--- config.mk ---
export PLATFORM = sky130hd
export DESIGN_NAME = chunked_serial_adder
export DESIGN_NICKNAME = d
export VERILOG_FILES = /design/src/rtl/chunked_serial_adder.sv
export SDC_FILE = /design/constraint.sdc
export NUM_CORES = 1
export LEC_CHECK = 0
export CAP_MARGIN = 20
export CORE_ASPECT_RATIO = 0.7
export CORE_UTILIZATION = 35
export CTS_BUF_LIST = sky130_fd_sc_hd__clkbuf_8
export CTS_CLUSTER_SIZE = 24
export DETAILED_ROUTE_END_ITERATION = 8
export GPL_ROUTABILITY_DRIVEN = 0
export HOLD_SLACK_MARGIN = 0.08
export PLACE_DENSITY = 0.56
export SLEW_MARGIN = 20
export SYNTH_ARGS = -nofsm -noshare
export SYNTH_HDL_FRONTEND = slang
export SYNTH_SLANG_ARGS = --single-unit
--- constraint.sdc ---
create_clock -name clk -period 6.4 [get_ports clk]
set_input_delay 1.28 -clock clk [delete_from_list [all_inputs] [get_ports clk]]
set_output_delay 1.28 -clock clk [all_outputs]
set_load 0.02 [all_outputs]
--- src/rtl/chunked_serial_adder.sv ---
// Multi-cycle ripple-carry adder/subtractor: adds CHUNK bits per clock, LSB chunk first,
// with a registered inter-chunk carry behind valid/ready handshakes.
//   state | meaning
//   IDLE  | waiting for an operand pair, in_ready high
//   RUN   | adding chunk k each cycle
//   DONE  | result presented, waiting for out_ready
module chunked_serial_adder #(
  parameter int WIDTH = 16,
  parameter int CHUNK = 4
) (
  input  logic             clk,
  input  logic             rst,
  input  logic             in_valid,
  output logic             in_ready,
  input  logic [WIDTH-1:0] a,
  input  logic [WIDTH-1:0] b,
  input  logic             carry_in,
  input  logic             sub,
  output logic             out_valid,
  input  logic             out_ready,
  output logic [WIDTH-1:0] ans,
  output logic             carry_out,
  output logic             overflow
);

  localparam int N  = WIDTH / CHUNK;
  localparam int KW = (N > 1) ? $clog2(N) : 1;
  localparam logic [KW-1:0] K_LAST = KW'(N - 1);

  generate
    if (WIDTH % CHUNK != 0) begin : g_bad_chunk
      $error("chunked_serial_adder: WIDTH must be a multiple of CHUNK");
    end
  endgenerate

  typedef enum logic [1:0] {IDLE, RUN, DONE} state_t;

  state_t           state_q;
  logic [WIDTH-1:0] a_q, b_q, res_q, ans_q;
  logic [WIDTH-1:0] res_d;
  logic [CHUNK:0]   csum_d;
  logic [KW-1:0]    k_q;
  int               base_d;
  logic             carry_q, msb_a_q, msb_b_q;
  logic             cout_q, ovf_q, in_ready_q, out_valid_q;

  always_comb begin
    base_d = int'(k_q) * CHUNK;
    csum_d = {1'b0, a_q[base_d +: CHUNK]} + {1'b0, b_q[base_d +: CHUNK]}
           + {{CHUNK{1'b0}}, carry_q};
    res_d  = res_q;
    res_d[base_d +: CHUNK] = csum_d[CHUNK-1:0];
  end

  always_ff @(posedge clk) begin
    if (rst) begin
      state_q     <= IDLE;
      in_ready_q  <= 1'b1;
      out_valid_q <= 1'b0;
      ans_q       <= '0;
      cout_q      <= 1'b0;
      ovf_q       <= 1'b0;
      k_q         <= '0;
      carry_q     <= 1'b0;
      a_q         <= '0;
      b_q         <= '0;
      res_q       <= '0;
      msb_a_q     <= 1'b0;
      msb_b_q     <= 1'b0;
    end else begin
      case (state_q)
        IDLE: begin
          if (in_valid) begin
            // subtraction is a + ~b + 1, so the carry seed replaces carry_in
            a_q        <= a;
            b_q        <= sub ? ~b : b;
            carry_q    <= sub | carry_in;
            msb_a_q    <= a[WIDTH-1];
            msb_b_q    <= sub ? ~b[WIDTH-1] : b[WIDTH-1];
            k_q        <= '0;
            res_q      <= '0;
            in_ready_q <= 1'b0;
            state_q    <= RUN;
          end
        end
        RUN: begin
          res_q   <= res_d;
          carry_q <= csum_d[CHUNK];
          k_q     <= k_q + 1'b1;
          if (k_q == K_LAST) begin
            k_q         <= '0;
            state_q     <= DONE;
            out_valid_q <= 1'b1;
            ans_q       <= res_d;
            cout_q      <= csum_d[CHUNK];
            ovf_q       <= (msb_a_q == msb_b_q) && (res_d[WIDTH-1] != msb_a_q);
          end
        end
        DONE: begin
          if (out_ready) begin
            state_q     <= IDLE;
            out_valid_q <= 1'b0;
            in_ready_q  <= 1'b1;
          end
        end
        default: state_q <= IDLE;
      endcase
    end
  end

  assign in_ready  = in_ready_q;
  assign out_valid = out_valid_q;
  assign ans       = ans_q;
  assign carry_out = cout_q;
  assign overflow  = ovf_q;

endmodule

==> results of run 1 <==
[per-stage QoR]
| step | hold WS [ns] | util, % |
|---|---|---|
| floorplan | 0.433 | - |
| global placement | 0.444 | 43.7 |
| detailed placement | 0.447 | 43.7 |
| CTS | 0.457 | 45.6 |
| global route | 0.477 | 45.6 |
| finish | 0.454 | 45.6 |
[power groups by stage]
stage,Sequential [mW],Combinational (mW),Clock (mW)
3_5_place_dp,0.495,0.158,0
4_1_cts,0.485,0.159,0.342
5_1_grt,0.487,0.175,0.367
2_1_floorplan,0.493,0.108,0
6_report,0.485,0.158,0.332
3_3_place_gp,0.495,0.157,0
[synth_stat cells, drive strengths merged, types with 2 or more instances]
library cell	instances	area (um^2)
fa	2	40.0
inv	17	63.8
o21a	3	22.5
nand3	6	30.0
mux4	8	180
mux2	3	33.8
a41oi	4	35.0
a22oi	12	90.1
o21bai	3	22.5
nor2	54	205
a211oi	22	170
a31oi	3	18.8
clkbuf	18	68.8
nand2	59	221
o21ai	9	45.0
a21oi	35	175
xnor2	18	165
nand2b	4	25.0
nor3b	2	15.0
nor2b	9	56.3
and2	3	21.3
nor3	4	20.0
buf	13	68.8
dfxtp	73	1460
ha	9	113
[critical path, cell delays in order, from the launching register on]
cell and delay (ns):
dfxtp_1 0.76, mux4_2 0.45, fa_1 0.44, inv_1 0.08
fa_1 0.48, nor2b_1 0.16, mux2_2 0.17, nand2_1 0.06
a21oi_1 0.16
[final cells by class]
cell class	count	area [um^2]	share of cell area, %
inverters	17	63.8	1.50
flip-flops and latches	73	1460	34.4
repair buffers	59	581	13.7
clock inverters	3	15.0	0.353
multi-input cells	282	1810	42.6
clock buffers	12	165	3.88
well taps	124	155	3.65
[registers in the layout (all words and copies together) (netlist names), 2 cells and up]
name     flops
res_q       16
state_q      2
b_q         16
ans         16
a_q         16
k_q          2
[routing by layer]
layer	wire length, um	part of all wire, %	vias to the layer above
met2	3250	41	65
li1	-	-	1453
met5	0	0	-
met4	37	0.46	0
met1	4260	53	1265
met3	444	5.6	4
[cells by family (layout without fill, tap and decap cells)]
logic type / count (synthesis) / after routing / synth area share (%)
adder cells (fa/ha/maj): 11 / 11 / 4.41
AO/OA/AOI/OAI: 95 / 95 / 17.8
XOR/XNOR: 18 / 18 / 4.77
AND/OR/NAND/NOR: 146 / 146 / 18.5
multiplexers: 12 / 12 / 6.47
buffers and inverters: 48 / 91 / 5.82
flip-flops: 73 / 73 / 42.2
[final timing paths]
kind / start / to / slack, ns
worst max-delay path: k_q[1] / ans[5] / 3.56
worst min-delay path: a_q[13] / a_q[13] / 0.45
worst min register to register: a_q[13] / a_q[13] / 0.45
worst max register to register: k_q[1] / ans[5] / 3.56
==> key figures, run 1 <==
Placement
  – DP Area: 4070 um^2
  – Count of input and output buffers: 57
  – DP HPWL: 5340 um
  – Place WS: 3.25 ns
  – Placed cell count: 555

Pwr
  – Power, Total: 975 uW
  – Power Internal: 714 uW
  – Clock group share of total power: 34.0%
  – LEAKAGE: 1.51 nW
  – Sw power: 261 uW
  – Comb power frac: 16.2%
  – Worst VDD drop: 0.0867 mV
  – Cell Pwr Density: 229 nW/um^2
  – Switching Share: 26.8%
  – Reg power frac: 49.7%

Yosys
  – #FFs+latches synth: 73
  – Asr flop ratio synth: 0%
  – Ys flop type: dfxtp_1
  – Synthesized area: 3460 um^2
  – Mapped Cells: 403
  – Sequential area share after synthesis: 42.2%
  – Cell variety after synth: 43
  – Syn_area_per_cell: 8.59 um^2
  – Synthesized net count: 452
  – Number of flops mapped to enable cells by yosys: 0
  – Ys Warns: 0

Global route
  – GR Util met1: 24.6%
  – Pin count of the biggest net entering global routing: 74
  – M2 GR Usage: 22.3%
  – Initial antenna violation count: 0
  – Vias in the first global route: 2530
  – Met3 Use GR: 6.18%
  – Grt total ovfl: 0
  – Aggregate global-route resource usage: 16.6%
  – Global-route wire length before repair: 13000 um
  – Grt peak-use layer: met1

Clocking
  – Insertion delay to the later sink of the worst-skew pair: 0.36 ns
  – H-tree Lvls: 3
  – Num CTS Buffers: 9
  – Hold_buf cts: 0
  – Clk sinks: 73
  – Clk slew on worst S/H paths: 0.07 ns
  – CTS tree: yes
  – Postcts setup bufs: 0
  – CTS Buffer Depth: 2
  – CTS resizes: 0
  – CTS root buf: clkbuf_8

Floorplan
  – Die ar.: 10300 um^2
  – Core area: 9330 um^2
  – Rows: 29
  – Starting Density: 37.1%
  – Ports: 58
  – Die Span X: 121 um
  – Vert. Die Dim: 85.2 um

Timing
  – Final worst path period share: 44.4%
  – Final setup TNS: 0 ns
  – Worst relative slew slack: 32.1%
  – Slew Limit Fails: 0
  – RSZ-0062 raised after global routing: false
  – Setup violations, final: 0
  – Fin worst setup slack: 3.56 ns
  – Worst Tran Pin Value: 1.02 ns
  – Final hold violations: 0
  – Period minus WS final: 2.84 ns
  – Clk_skew: 0.00313 ns
  – Max Freq: 0.352 GHz

Setup path
  – WP data arrival: 3.13 ns
  – Worst setup path category: register to register
  – Crit path max fanout: 13
  – WP data required: 6.68 ns
  – R2R depth: 8
  – Startpoint type of the worst setup path: register
  – CP Capture Type: register

Finish
  – Area Overhead vs Synth: 22.8%
  – NumNets Final: 491
  – Layout cell share with drive strength beyond 1: 8.97%
  – Finished Cell Area: 4250 um^2
  – Commonest non-fill, non-tap cell in the layout: dfxtp_1
  – Ant. Diodes: 0
  – Non-Filler Instances: 570
  – Most frequent cells in the layout: dfxtp_1, nand2_1, clkdlybuf4s50_1
  – FILL cells: 926

Routing
  – Iter 0 DRT Violations: 191
  – Vias: 2787
  – Routed Antenna Nets: 0
  – Initial DRT Pass Iterations: 5
  – WL/cell: 14.0 um
  – DRC viols: 0
  – Drt via density: 4.89
  – DRT Wirelength: 7980 um

Run
  – Max Cap Violations: 0

Min path
  – Min-Delay Path Depth: 2
  – Worst min path class: register to register

Status
  – Outcome: completed
Power figures use the tool's default switching activity.
==> inputs of run 2 (changes only) <==
clock period = 2.9 ns   (was 6.4 ns; I/O delays follow)
==> key figures, run 2 (synthesis gave the netlist of run 1 again) <==
Status
  – Outcome: completed

Finish
  – Ant. Diodes: 0
  – Finished Cell Area: 4370 um^2
  – Commonest non-fill, non-tap cell in the layout: dfxtp_1
  – NumNets Final: 499
  – Most frequent cells in the layout: dfxtp_1, nand2_1, clkdlybuf4s50_1
  – Fin util: 46.9%
  – Layout cell share with drive strength beyond 1: 10.5%
  – Area Overhead vs Synth: 26.3%

Floorplan
  – Starting Density: 37.1%
  – Ports: 58
  – Vert. Die Dim: 85.2 um
  – Die Span X: 121 um
  – Rows: 29
  – Die ar.: 10300 um^2
  – Core area: 9330 um^2

Setup path
  – R2R Path Start: k_q[0]
  – R2R depth: 8
  – CP Capture Type: register
  – Worst r2r dst: ans[11]
  – WP data arrival: 2.84 ns
  – Startpoint type of the worst setup path: register
  – CP startpoint: k_q[0]
  – Crit path max fanout: 7
  – Crit-path slowest cell: mux4_2
  – WP data required: 3.17 ns
  – Reg-to-reg slack, setup: 0.33 ns
  – Worst setup path category: register to register
  – Worst-path cell chain: buf_4, mux4_2, ha_1, a21oi_1, and2_4, xnor2_2, a31oi_1, a211oi_1
  – CP endpoint: ans[11]
  – Crit path largest cell delay: 0.52 ns

Routing
  – WL/cell: 14.1 um
  – DRT Wirelength: 8140 um
  – Iter 0 DRT Violations: 165
  – Initial DRT Pass Iterations: 4
  – Vias: 2849
  – Drt via density: 4.92
  – DRC viols: 0
  – Routed Antenna Nets: 0

Global route
  – Initial antenna violation count: 0
  – Grt total ovfl: 0
  – Vias in the first global route: 2720
  – Global-route wire length before repair: 13600 um
  – Pin count of the biggest net entering global routing: 49
  – Aggregate global-route resource usage: 17.2%

Pwr
  – LEAKAGE: 1.56 nW
  – Worst VDD drop: 0.298 mV
  – Power, Total: 2.34 mW
  – Cell Pwr Density: 535 nW/um^2

Placement
  – Count of input and output buffers: 57
  – DP HPWL: 5830 um
  – DP Area: 4140 um^2

Min path
  – Worst min path class: register to register

Timing
  – Final hold violations: 0
  – RSZ-0062 raised after global routing: false
  – Worst relative slew slack: 50.4%
  – Setup violations, final: 0
  – Period minus WS final: 2.57 ns
  – Final worst path period share: 88.5%
  – Max Freq: 0.390 GHz
  – Final setup TNS: 0 ns
  – Clk_skew: 0.0128 ns
  – Worst Tran Pin Value: 0.744 ns
  – Hold Slack: 0.456 ns
  – Slew Limit Fails: 0

Clocking
  – CTS Buffer Depth: 2
  – Clk slew on worst S/H paths: 0.07 ns
  – Clk sinks: 73
  – Num CTS Buffers: 9
  – H-tree Lvls: 3
  – CTS root buf: clkbuf_8
  – Insertion delay to the later sink of the worst-skew pair: 0.36 ns
  – CTS tree: yes

Run
  – Max Cap Violations: 0
run 2: critical path, delay by kind of cell, from the launching register on:
family / cells / cell delay, ns
mux: 1 / 0.52
simple gates: 1 / 0.18
compound gates: 3 / 0.48
flops: 1 / 0.42
buf+inv: 1 / 0.18
fa+ha+maj: 1 / 0.37
xor+xnor: 1 / 0.33
run 2: repair_timing:
action                                  in CTS  in global routing
endpoints found under the hold margin        0                  0
gates resized for setup                      0                  1
hold buffers                                 0                  0
setup buffers                                0                  0
endpoints found under the setup margin       0                  3
run 2: power breakdown:
group          internal (mW)  leakage [nW]  switching, mW
logic                  0.168         0.855          0.188
clock network          0.528         0.113          0.381
registers               1.05         0.596         0.0309
total                   1.74          1.56          0.600
run 2: through the flow:
step,worst slack (ns),std cells
6_report,0.333,579
5_1_grt,0.115,579
3_3_place_gp,0.301,563
3_5_place_dp,0.240,563
2_1_floorplan,0.200,403
4_1_cts,0.210,579
run 2: cell type report:
type	count	area, um^2
clock buffers	11	151
clock inverters	5	78.8
fillers	915	4950
inverters	17	63.8
multi-input cells	282	1810
flip-flops and latches	73	1460
well taps	124	155
repair buffers	67	653
run 2: worst min-delay path by stage:
stage / cells after the start / from / endpoint
floorplan: 2 / a_q[10] / a_q[10]
global placement: 2 / ans[4] / ans[4]
detailed placement: 2 / a_q[11] / a_q[11]
CTS: 2 / a_q[11] / a_q[11]
global route: 2 / a_q[11] / a_q[11]
finish: 2 / ans[6] / ans[6]
run 2: layer usage:
metal  wire (um)  track usage, %
met5           0               0
met1        4290            25.4
met3         525            5.51
met2        3250            23.7
met4          72            4.60
